### src/rtl/branch_redirect_ctrl.sv
// Branch redirect controller: picks the oldest mispredicting branch by ROB age, sequences it to the frontend, and queues predictor updates.
// Optional BRANCH_REDIRECT_PERF_EN adds saturating branch/mispredict counters.
module branch_redirect_ctrl #(
    parameter int BRU_NUM   = 2,
    parameter int ROB_IDX_W = 6,
    parameter int VALEN     = 32,
    parameter int UPD_DEPTH = 4
) (
    input  logic                         clk,
    input  logic                         rst,
    input  logic [BRU_NUM-1:0]           bru_valid_i,
    output logic                         bru_ready_o,
    input  logic [BRU_NUM*ROB_IDX_W-1:0] bru_rob_idx_i,
    input  logic [BRU_NUM*VALEN-1:0]     bru_pc_i,
    input  logic [BRU_NUM*VALEN-1:0]     bru_target_i,
    input  logic [BRU_NUM-1:0]           bru_redirect_i,
    input  logic [BRU_NUM-1:0]           bru_taken_i,
    input  logic [BRU_NUM*2-1:0]         bru_br_type_i,
    input  logic [ROB_IDX_W-1:0]         rob_head_idx_i,
    input  logic                         rob_flush_i,
    input  logic                         squash_done_i,
    output logic                         redirect_valid_o,
    input  logic                         redirect_ready_i,
    output logic [VALEN-1:0]             redirect_pc_o,
    output logic [ROB_IDX_W-1:0]         redirect_rob_idx_o,
    output logic                         upd_valid_o,
    input  logic                         upd_ready_i,
    output logic [VALEN-1:0]             upd_pc_o,
    output logic [VALEN-1:0]             upd_target_o,
    output logic                         upd_taken_o,
    output logic [1:0]                   upd_br_type_o,
    output logic                         upd_mispred_o,
    output logic [1:0]                   dbg_state
`ifdef BRANCH_REDIRECT_PERF_EN
    ,
    output logic [31:0]                  perf_br_cnt_o,
    output logic [31:0]                  perf_mispred_cnt_o
`endif
);

    localparam int PTR_W = $clog2(UPD_DEPTH);
    localparam int CNT_W = $clog2(UPD_DEPTH + 1);

    typedef enum logic [1:0] {S_IDLE = 2'd0, S_HOLD = 2'd1, S_SQUASH = 2'd2} state_t;

    typedef struct packed {
        logic [VALEN-1:0] pc;
        logic [VALEN-1:0] target;
        logic             taken;
        logic [1:0]       br_type;
        logic             mispred;
    } upd_t;

    state_t                 state_q, state_d;
    logic [VALEN-1:0]       held_pc_q, held_pc_d;
    logic [ROB_IDX_W-1:0]   held_idx_q, held_idx_d;
    logic [ROB_IDX_W-1:0]   held_age;
    logic [ROB_IDX_W-1:0]   lane_idx [BRU_NUM];
    logic [ROB_IDX_W-1:0]   lane_age [BRU_NUM];
    logic [BRU_NUM-1:0]     lane_kill, live;
    upd_t                   lane_ent [BRU_NUM];
    logic                   cand_found, cand_older;
    logic [ROB_IDX_W-1:0]   cand_age, cand_idx;
    logic [VALEN-1:0]       cand_pc;

    upd_t                   fifo_mem [UPD_DEPTH];
    upd_t                   head_ent;
    logic [PTR_W-1:0]       wr_ptr_q, rd_ptr_q;
    logic [PTR_W-1:0]       push_slot [BRU_NUM];
    logic [CNT_W-1:0]       count_q, count_d, push_cnt, free_d;
    logic                   pop, ready_d;

    // Age is distance from the ROB head; a lane in the shadow of the held redirect is squashed.
    always_comb begin
        held_age   = held_idx_q - rob_head_idx_i;
        lane_kill  = '0;
        live       = '0;
        cand_found = 1'b0;
        cand_age   = '0;
        cand_idx   = '0;
        cand_pc    = '0;
        for (int i = 0; i < BRU_NUM; i++) begin
            lane_idx[i]  = bru_rob_idx_i[i*ROB_IDX_W +: ROB_IDX_W];
            lane_age[i]  = lane_idx[i] - rob_head_idx_i;
            lane_ent[i]  = {bru_pc_i[i*VALEN +: VALEN], bru_target_i[i*VALEN +: VALEN],
                            bru_taken_i[i], bru_br_type_i[i*2 +: 2], bru_redirect_i[i]};
            lane_kill[i] = (state_q == S_SQUASH && lane_age[i] >= held_age) ||
                           (state_q == S_HOLD   && lane_age[i] >  held_age);
            live[i]      = bru_valid_i[i] && bru_ready_o && !lane_kill[i] && !rob_flush_i;
            if (live[i] && bru_redirect_i[i] && (!cand_found || lane_age[i] < cand_age)) begin
                cand_found = 1'b1;
                cand_age   = lane_age[i];
                cand_idx   = lane_idx[i];
                cand_pc    = bru_target_i[i*VALEN +: VALEN];
            end
        end
        cand_older = cand_found && (state_q == S_IDLE || cand_age < held_age);
    end

    always_comb begin
        state_d    = state_q;
        held_pc_d  = held_pc_q;
        held_idx_d = held_idx_q;
        if (rob_flush_i) begin
            state_d = S_IDLE;
        end else if (cand_older) begin
            // An older mispredict always wins, even over a same-cycle handshake or squash_done.
            state_d    = S_HOLD;
            held_pc_d  = cand_pc;
            held_idx_d = cand_idx;
        end else begin
            case (state_q)
                S_HOLD:   if (redirect_ready_i) state_d = S_SQUASH;
                S_SQUASH: if (squash_done_i)    state_d = S_IDLE;
                default:  state_d = state_q;
            endcase
        end
    end

    always_ff @(posedge clk) begin
        if (rst) begin
            state_q    <= S_IDLE;
            held_pc_q  <= '0;
            held_idx_q <= '0;
        end else begin
            state_q    <= state_d;
            held_pc_q  <= held_pc_d;
            held_idx_q <= held_idx_d;
        end
    end

    assign redirect_valid_o   = (state_q == S_HOLD);
    assign redirect_pc_o      = held_pc_q;
    assign redirect_rob_idx_o = held_idx_q;
    assign dbg_state          = state_q;

    // Live lanes are packed into consecutive slots in lane order.
    always_comb begin
        push_cnt = '0;
        for (int i = 0; i < BRU_NUM; i++) begin
            push_slot[i] = wr_ptr_q + push_cnt[PTR_W-1:0];
            if (live[i]) push_cnt = push_cnt + CNT_W'(1);
        end
        pop     = upd_valid_o && upd_ready_i;
        count_d = count_q + push_cnt - CNT_W'(pop);
        free_d  = CNT_W'(UPD_DEPTH) - count_d;
        ready_d = (free_d >= CNT_W'(BRU_NUM));
    end

    always_ff @(posedge clk) begin
        if (rst || rob_flush_i) begin
            wr_ptr_q    <= '0;
            rd_ptr_q    <= '0;
            count_q     <= '0;
            bru_ready_o <= 1'b1;
        end else begin
            wr_ptr_q    <= wr_ptr_q + push_cnt[PTR_W-1:0];
            rd_ptr_q    <= rd_ptr_q + PTR_W'(pop);
            count_q     <= count_d;
            bru_ready_o <= ready_d;
        end
    end

    always_ff @(posedge clk) begin
        for (int i = 0; i < BRU_NUM; i++) begin
            if (live[i]) fifo_mem[push_slot[i]] <= lane_ent[i];
        end
    end

    // Data outputs read as zero while the FIFO is empty.
    assign head_ent      = fifo_mem[rd_ptr_q];
    assign upd_valid_o   = (count_q != '0);
    assign upd_pc_o      = upd_valid_o ? head_ent.pc      : '0;
    assign upd_target_o  = upd_valid_o ? head_ent.target  : '0;
    assign upd_taken_o   = upd_valid_o ? head_ent.taken   : 1'b0;
    assign upd_br_type_o = upd_valid_o ? head_ent.br_type : 2'b00;
    assign upd_mispred_o = upd_valid_o ? head_ent.mispred : 1'b0;

`ifdef BRANCH_REDIRECT_PERF_EN
    logic [32:0] br_sum, mp_sum;

    always_comb begin
        br_sum = {1'b0, perf_br_cnt_o};
        mp_sum = {1'b0, perf_mispred_cnt_o};
        for (int i = 0; i < BRU_NUM; i++) begin
            br_sum = br_sum + 33'(live[i]);
            mp_sum = mp_sum + 33'(live[i] & bru_redirect_i[i]);
        end
    end

    always_ff @(posedge clk) begin
        if (rst) begin
            perf_br_cnt_o      <= '0;
            perf_mispred_cnt_o <= '0;
        end else begin
            perf_br_cnt_o      <= br_sum[32] ? 32'hFFFF_FFFF : br_sum[31:0];
            perf_mispred_cnt_o <= mp_sum[32] ? 32'hFFFF_FFFF : mp_sum[31:0];
        end
    end
`endif

endmodule

### config.mk
export PLATFORM = sky130hd
export DESIGN_NAME = branch_redirect_ctrl
export DESIGN_NICKNAME = d
export VERILOG_FILES = /design/src/rtl/branch_redirect_ctrl.sv
export SDC_FILE = /design/constraint.sdc
export NUM_CORES = 1
export LEC_CHECK = 0
export ABC_CLOCK_PERIOD_IN_PS = 12300
export CAP_MARGIN = 10
export CORE_MARGIN = 2
export CORE_UTILIZATION = 55
export DETAILED_ROUTE_END_ITERATION = 16
export GPL_ROUTABILITY_DRIVEN = 1
export GPL_TIMING_DRIVEN = 0
export PLACE_DENSITY = 0.81
export REMOVE_ABC_BUFFERS = 1
export SLEW_MARGIN = 15
export SYNTH_ARGS = -nofsm -noshare
export SYNTH_HDL_FRONTEND = slang
export SYNTH_SLANG_ARGS = --single-unit
export TNS_END_PERCENT = 50
### constraint.sdc
create_clock -name clk -period 12.3 [get_ports clk]
set_clock_uncertainty 0.2 [all_clocks]
set_input_delay 3.075 -clock clk [delete_from_list [all_inputs] [get_ports clk]]
set_output_delay 3.075 -clock clk [all_outputs]
set_load 0.05 [all_outputs]
# Word-level counts from Yosys, hierarchy flattened

Memories as Yosys holds them, arrays and structs flattened. A register that Yosys moved wholly into a read port is not among the register bits.
Index checks and enable logic that the tools add are counted.

Flip-flop bits (word level): 48
Memory bits (writable): 272
Output and inout port bits: 111
Memories kept: 1

Memory list:

| name     | depth | bits a word | rd ports | clocked after Yosys merged registers in | wr ports | RTL line | text |
|---|---|---|---|---|---|---|---|
| fifo_mem | 4     | 68          | 1        | 1                                       | 2        | 66       | `upd_t fifo_mem [UPD_DEPTH];` |

Add/sub/neg operators: 10
Magnitude comparators: 7
Equal/unequal tests: 6
Muxes and demuxes: 24
Bitwise gates (word level): 1
Reduce and logical (&&, ||, !) cells: 33

Operator list:

| cell                                                  | number |
|---|---|
| two-way mux 32 bit                                    | 4 |
| two-way mux 6 bit                                     | 4 |
| subtractor 6 bit                                      | 3 |
| logical AND 1 bit                                     | 15 |
| >= comparator 6 bit                                   | 2 |
| > comparator 6 bit                                    | 2 |
| less-than comparator 6 bit                            | 2 |
| two-way mux 1 bit                                     | 10 |
| two-way mux 2 bit                                     | 4 |
| AND reduction 3 bit                                   | 2 |
| nonzero test 3 bit                                    | 2 |
| logical OR 1 bit                                      | 5 |
| adder 2 bit                                           | 2 |
| logical NOT 1 bit                                     | 4 |
| case mux 2 bit (2 select lines)                       | 1 |
| adder 3 x 1 -> 3 bit, second input constant           | 1 |
| adder 3 bit                                           | 1 |
| >= comparator 3 x 2 -> 1 bit, second input constant   | 1 |
| two-way mux 3 bit                                     | 1 |
| inequality test 3 x 1 -> 1 bit, second input constant | 1 |
| inequality test 3 bit, second input constant          | 1 |
| OR reduction 3 bit                                    | 1 |
| subtractor 3 x 1 -> 3 bit                             | 1 |
| subtractor 3 bit, first input constant                | 1 |
| 10 further kinds                                      | 10 |

# Logic depth before layout (Yosys ltp)

Depth in word-level cells: 18
Mapped depth: 35
Depth with buffers taken out: 30

# Least setup slack after synthesis

No wires, ideal clock.

Path kind: input to register
Start: input rob_head_idx_i[1]
End: memory fifo_mem[1][0] in the netlist's numbering (enable)
Library setup time: 0.588 ns
Arrival: 10.228 ns
Data required time: 11.512 ns
Slack: 1.284 ns
Cell stages on the path: 14
Path through: inv_1 ha_1 a21o_1 a21o_1 a21o_1 a21oi_1 xnor2_1 ha_1 nand3_1 nor4_1 a21oi_1 o2bb2ai_1 nand2b_1 o21ai_0

RTL lines:

| what            | RTL line | text |
|---|---|---|
| start, declared | 19       | `input logic [ROB_IDX_W-1:0] rob_head_idx_i,` |
| end, declared   | 66       |  |

# Final worst setup path

Start: input rob_head_idx_i[1]
End: register held_pc_q[22], in the netlist redirect_pc_o[22]

Longest elaborated chain between the ends: 17
Elaborated cells on any way between the ends: 35

RTL lines:

| what                                                                   | RTL line | text |
|---|---|---|
| subtractor 6 bit, on equally long branches                             | 84, 75   |  |
| >= comparator 6 bit / > comparator 6 bit (equally long branches)       | 87, 88   |  |
| logical AND 1 bit, on equally long branches                            | 87, 88   |  |
| logical OR 1 bit                                                       | 87       | `lane_kill[i] = (state_q == S_SQUASH && lane_age[i] >= held_age) \|\|` |
| logical NOT 1 bit                                                      | 89       | `live[i] = bru_valid_i[i] && bru_ready_o && !lane_kill[i] && !rob_flush_i;` |
| logical AND 1 bit (2 in series)                                        | 89       |  |
| logical AND 1 bit                                                      | 90       | `if (live[i] && bru_redirect_i[i] && (!cand_found \|\| lane_age[i] < cand_age)) begin` |
| two-way mux 6 bit / two-way mux 1 bit (equally long branches)          | 90       |  |
| less-than comparator 6 bit / logical NOT 1 bit (equally long branches) | 90       |  |
| logical OR 1 bit                                                       | 90       |  |
| logical AND 1 bit                                                      | 90       |  |
| two-way mux 6 bit                                                      | 90       |  |
| less-than comparator 6 bit                                             | 97       | `cand_older = cand_found && (state_q == S_IDLE \|\| cand_age < held_age);` |
| logical OR 1 bit                                                       | 97       |  |
| logical AND 1 bit                                                      | 97       |  |
| AND reduction 2 bit (no line)                                          | n/a      |  |
| end signal, assigned                                                   | 127      | `held_pc_q <= held_pc_d;` |
| end, declared                                                          | 55       | `logic [VALEN-1:0] held_pc_q, held_pc_d;` |

Parallel ways exist; a longest one is shown, timed or not.
A chain may end at the register's enable or synchronous reset.

==> impl_metrics.tcl <==
set metrics [dict create \
    synthArstFlopShare 0 \
    final_cells 1917 \
    final_area_um2 22400 \
    io-pin-count 273 \
    hold_class "reg -> reg" \
    cts-root-buf "clkbuf_16" \
    maxCapViolCount 0 \
    fin_hold_ws_ns 0.266 \
    n_fill_cell 2059 \
    antenna_found_initial 2 \
    max_stage_delay_ns 0.84 \
    placed_area_um2 21300 \
    placedCellCount 1852 \
    initial_utilization 0.557 \
    cts_resized 0 \
    grt.overflow.total 0 \
    crit_required_ns 12.45 \
    timing.final.crit_share 0.935 \
    fin_total_pwr_uw 3960 \
    synth_area_per_cell_um2 14.4 \
    crit_path_top_delay_cell "nor3_4" \
    crit_path_end_kind "flop" \
    syn_area_um2 17500 \
    cts.path.max_buffers 3 \
    layout.nets 1694 \
    syn2layout_area_growth_pct 27.7 \
    post_cts_buffers 0 \
    grt_pass1_wl_um 69300 \
    status "completed" \
    crit_arrival_ns 11.65 \
    synth_cells 1215 \
    synth_largest_area_cell "edfxtp_1" \
    cts_made_buffers 35 \
    cts_max_level 2 \
    track_usage 0.269 \
    timing.final.crit_period_ns 11.50 \
    seq_area_frac_synth 0.520 \
    dp_hpwl_um 30500 \
    max_freq_mhz 86.9 \
    portBuffers 272 \
    die_area_um2 33300 \
    cts_sinks 320 \
    seq_area_um2 9140 \
    drive_gt1_frac 0.293 \
    rows 65 \
    maxSlewHeadroom 0.205 \
    drc 0 \
    die_x_um 183 \
    yosys_warnings 0 \
    clock_latency_ns 0.51 \
    drtPass1Iterations 5 \
    core-area_um2 31500 \
    ys_ff_latch 320 \
    grt_max_degree 67 \
    routabilityCongestion 0.842 \
    drtAntennaViolNets 0 \
    crit_fanout 26 \
    finalMaxSlewViolations 0 \
    synthDistinctLibCells 70 \
    power_density_nw_per_um2 177 \
    max-vdd-ir-drop_mv 0.107 \
    setup_viol 0 \
    worstMarginPinSlew_ns 1.19 \
    ys.flop_type "edfxtp_1" \
    synth_edf_count 272 \
    vias 11700 \
    path_class "in -> reg" \
    startpoint_type "primary input" \
    path_clk_slew_ns 0.06 \
    routed_via_density 6.08 \
    grt_setup_unrepaired "no" \
    hold_viol_final 0 \
    synth_top_cell_area_share 0.466 \
    p_leak_uw 0.00777 \
    crit_path_frequent_cell "a21o_1" \
    wire_per_inst_um 23.4 \
    die_h_um 183 \
    drt_iter0_markers 916 \
    grt_pass1_vias 12200 \
    synthTopCellsByArea "edfxtp_1, mux2_2, mux4_2" \
    cts_tree "built" \
    drt-total-wl_um 44900 \
    multiInputGateArea_um2 7850 \
    cts_hold_buffers 0 \
]
==> cells in the final DEF, fill, tap and decap left out, drive strengths merged, types with 4 or more instances in the layout <==
master | synthesis | layout
a211oi | 7 | 7
a21o | 9 | 9
a21oi | 43 | 43
and2 | 73 | 73
and3 | 36 | 36
buf | 39 | 40
clkbuf | 38 | 48
clkdlybuf4s50 | 0 | 272
clkinv | 0 | 12
dfxtp | 48 | 48
edfxtp | 272 | 272
fa | 4 | 4
ha | 41 | 41
inv | 65 | 66
mux2 | 266 | 266
mux4 | 68 | 68
nand2 | 29 | 29
nand3 | 5 | 5
nor2 | 17 | 17
nor2b | 5 | 5
nor3 | 13 | 13
o21ai | 22 | 22
o21bai | 4 | 4
o22ai | 4 | 4
o32ai | 35 | 35
xnor2 | 9 | 9
xor2 | 11 | 11
==> sequential cells by signal (all words and copies together) (netlist names) <==
signal              cells
bru_ready_o             1
rd_ptr_q                2
redirect_rob_idx_o      6
fifo_mem              272
redirect_pc_o          32
count_q                 3
dbg_state               2
wr_ptr_q                2
==> critical path: cells and delay by family <==
| family | cells | cell delay (ns) |
|---|---|---|
| AO/OA/AOI/OAI | 17 | 3.80 |
| XOR/XNOR | 1 | 0.13 |
| adder cells (fa/ha/maj) | 4 | 1.26 |
| buffers and inverters | 7 | 1.75 |
| AND/OR/NAND/NOR | 5 | 1.60 |
==> layout make-up <==
cell class                      count  area share
Antenna cell                        1    0.000112
Clock buffer                       48      0.0431
Clock inverter                     16     0.00536
Inverter                           65      0.0109
Multi-Input combinational cell    753       0.351
Sequential cell                   320       0.408
Tap cell                          402      0.0225
Timing Repair Buffer              312       0.159
==> power by group <==
group / switching (uW) / internal (uW) / total [uW]
registers: 45.3 / 1350 / 1390
logic: 935 / 634 / 1570
clock network: 425 / 575 / 1000
==> kinds of logic (layout without fill, tap and decap cells) <==
logic type	count (synthesis)	after routing	synth area share
XOR/XNOR	20	20	0.00999
AO/OA/AOI/OAI	156	156	0.0750
flip-flops	320	320	0.520
buffers and inverters	142	441	0.0367
adder cells (fa/ha/maj)	45	45	0.0338
other	0	1	0
AND/OR/NAND/NOR	195	195	0.0641
multiplexers	337	337	0.260
==> stage by stage <==
step,util,setup TNS [ns],setup slack (ns)
2_1_floorplan,-,0,0.879
3_3_place_gp,0.647,-1363.14,-5.27
3_5_place_dp,0.677,0,0.436
4_1_cts,0.711,0,0.937
5_1_grt,0.711,0,0.392
6_report,0.711,0,0.796
==> metal layers <==
metal | global-route usage | wire length [um] | vias to the layer above
met5 | 0 | 13 | -
met4 | 0.0868 | 1240 | 2
met3 | 0.0485 | 3630 | 79
met2 | 0.454 | 22300 | 489
met1 | 0.354 | 17800 | 5808
li1 | - | - | 5277
==> path summary, 6_finish.rpt <==
kind / startpoint / cells past startpoint / slack (ns) / end
worst max-delay path: rob_head_idx_i[1] / 34 / 0.80 / redirect_pc_o[22]$_SDFFE_PP0P_
worst min-delay path: redirect_pc_o[11]$_SDFFE_PP0P_ / 2 / 0.27 / redirect_pc_o[11]$_SDFFE_PP0P_
worst max register to register: redirect_rob_idx_o[1]$_SDFFE_PP0P_ / 31 / 3.71 / redirect_pc_o[22]$_SDFFE_PP0P_
worst min register to register: redirect_pc_o[11]$_SDFFE_PP0P_ / 2 / 0.27 / redirect_pc_o[11]$_SDFFE_PP0P_
==> cell usage after synthesis (4+ instances only) <==
master and instances:
nor2b_1 5, o32ai_1 8, mux2_2 235, buf_2 24, buf_6 5, edfxtp_1 272
and2_1 73, a21o_1 9, xor2_1 11, xnor2_1 9, o21ai_0 18, nand2_1 28
o21bai_1 4, ha_1 41, mux2_1 31, fa_1 4, mux4_2 68, o22ai_1 4
nor2_1 17, clkbuf_1 38, o32ai_2 27, dfxtp_1 48, a211oi_1 5, a21oi_1 43
inv_1 65, buf_1 5, and3_1 36, nor3_1 10
Power figures use the tool's default switching activity.
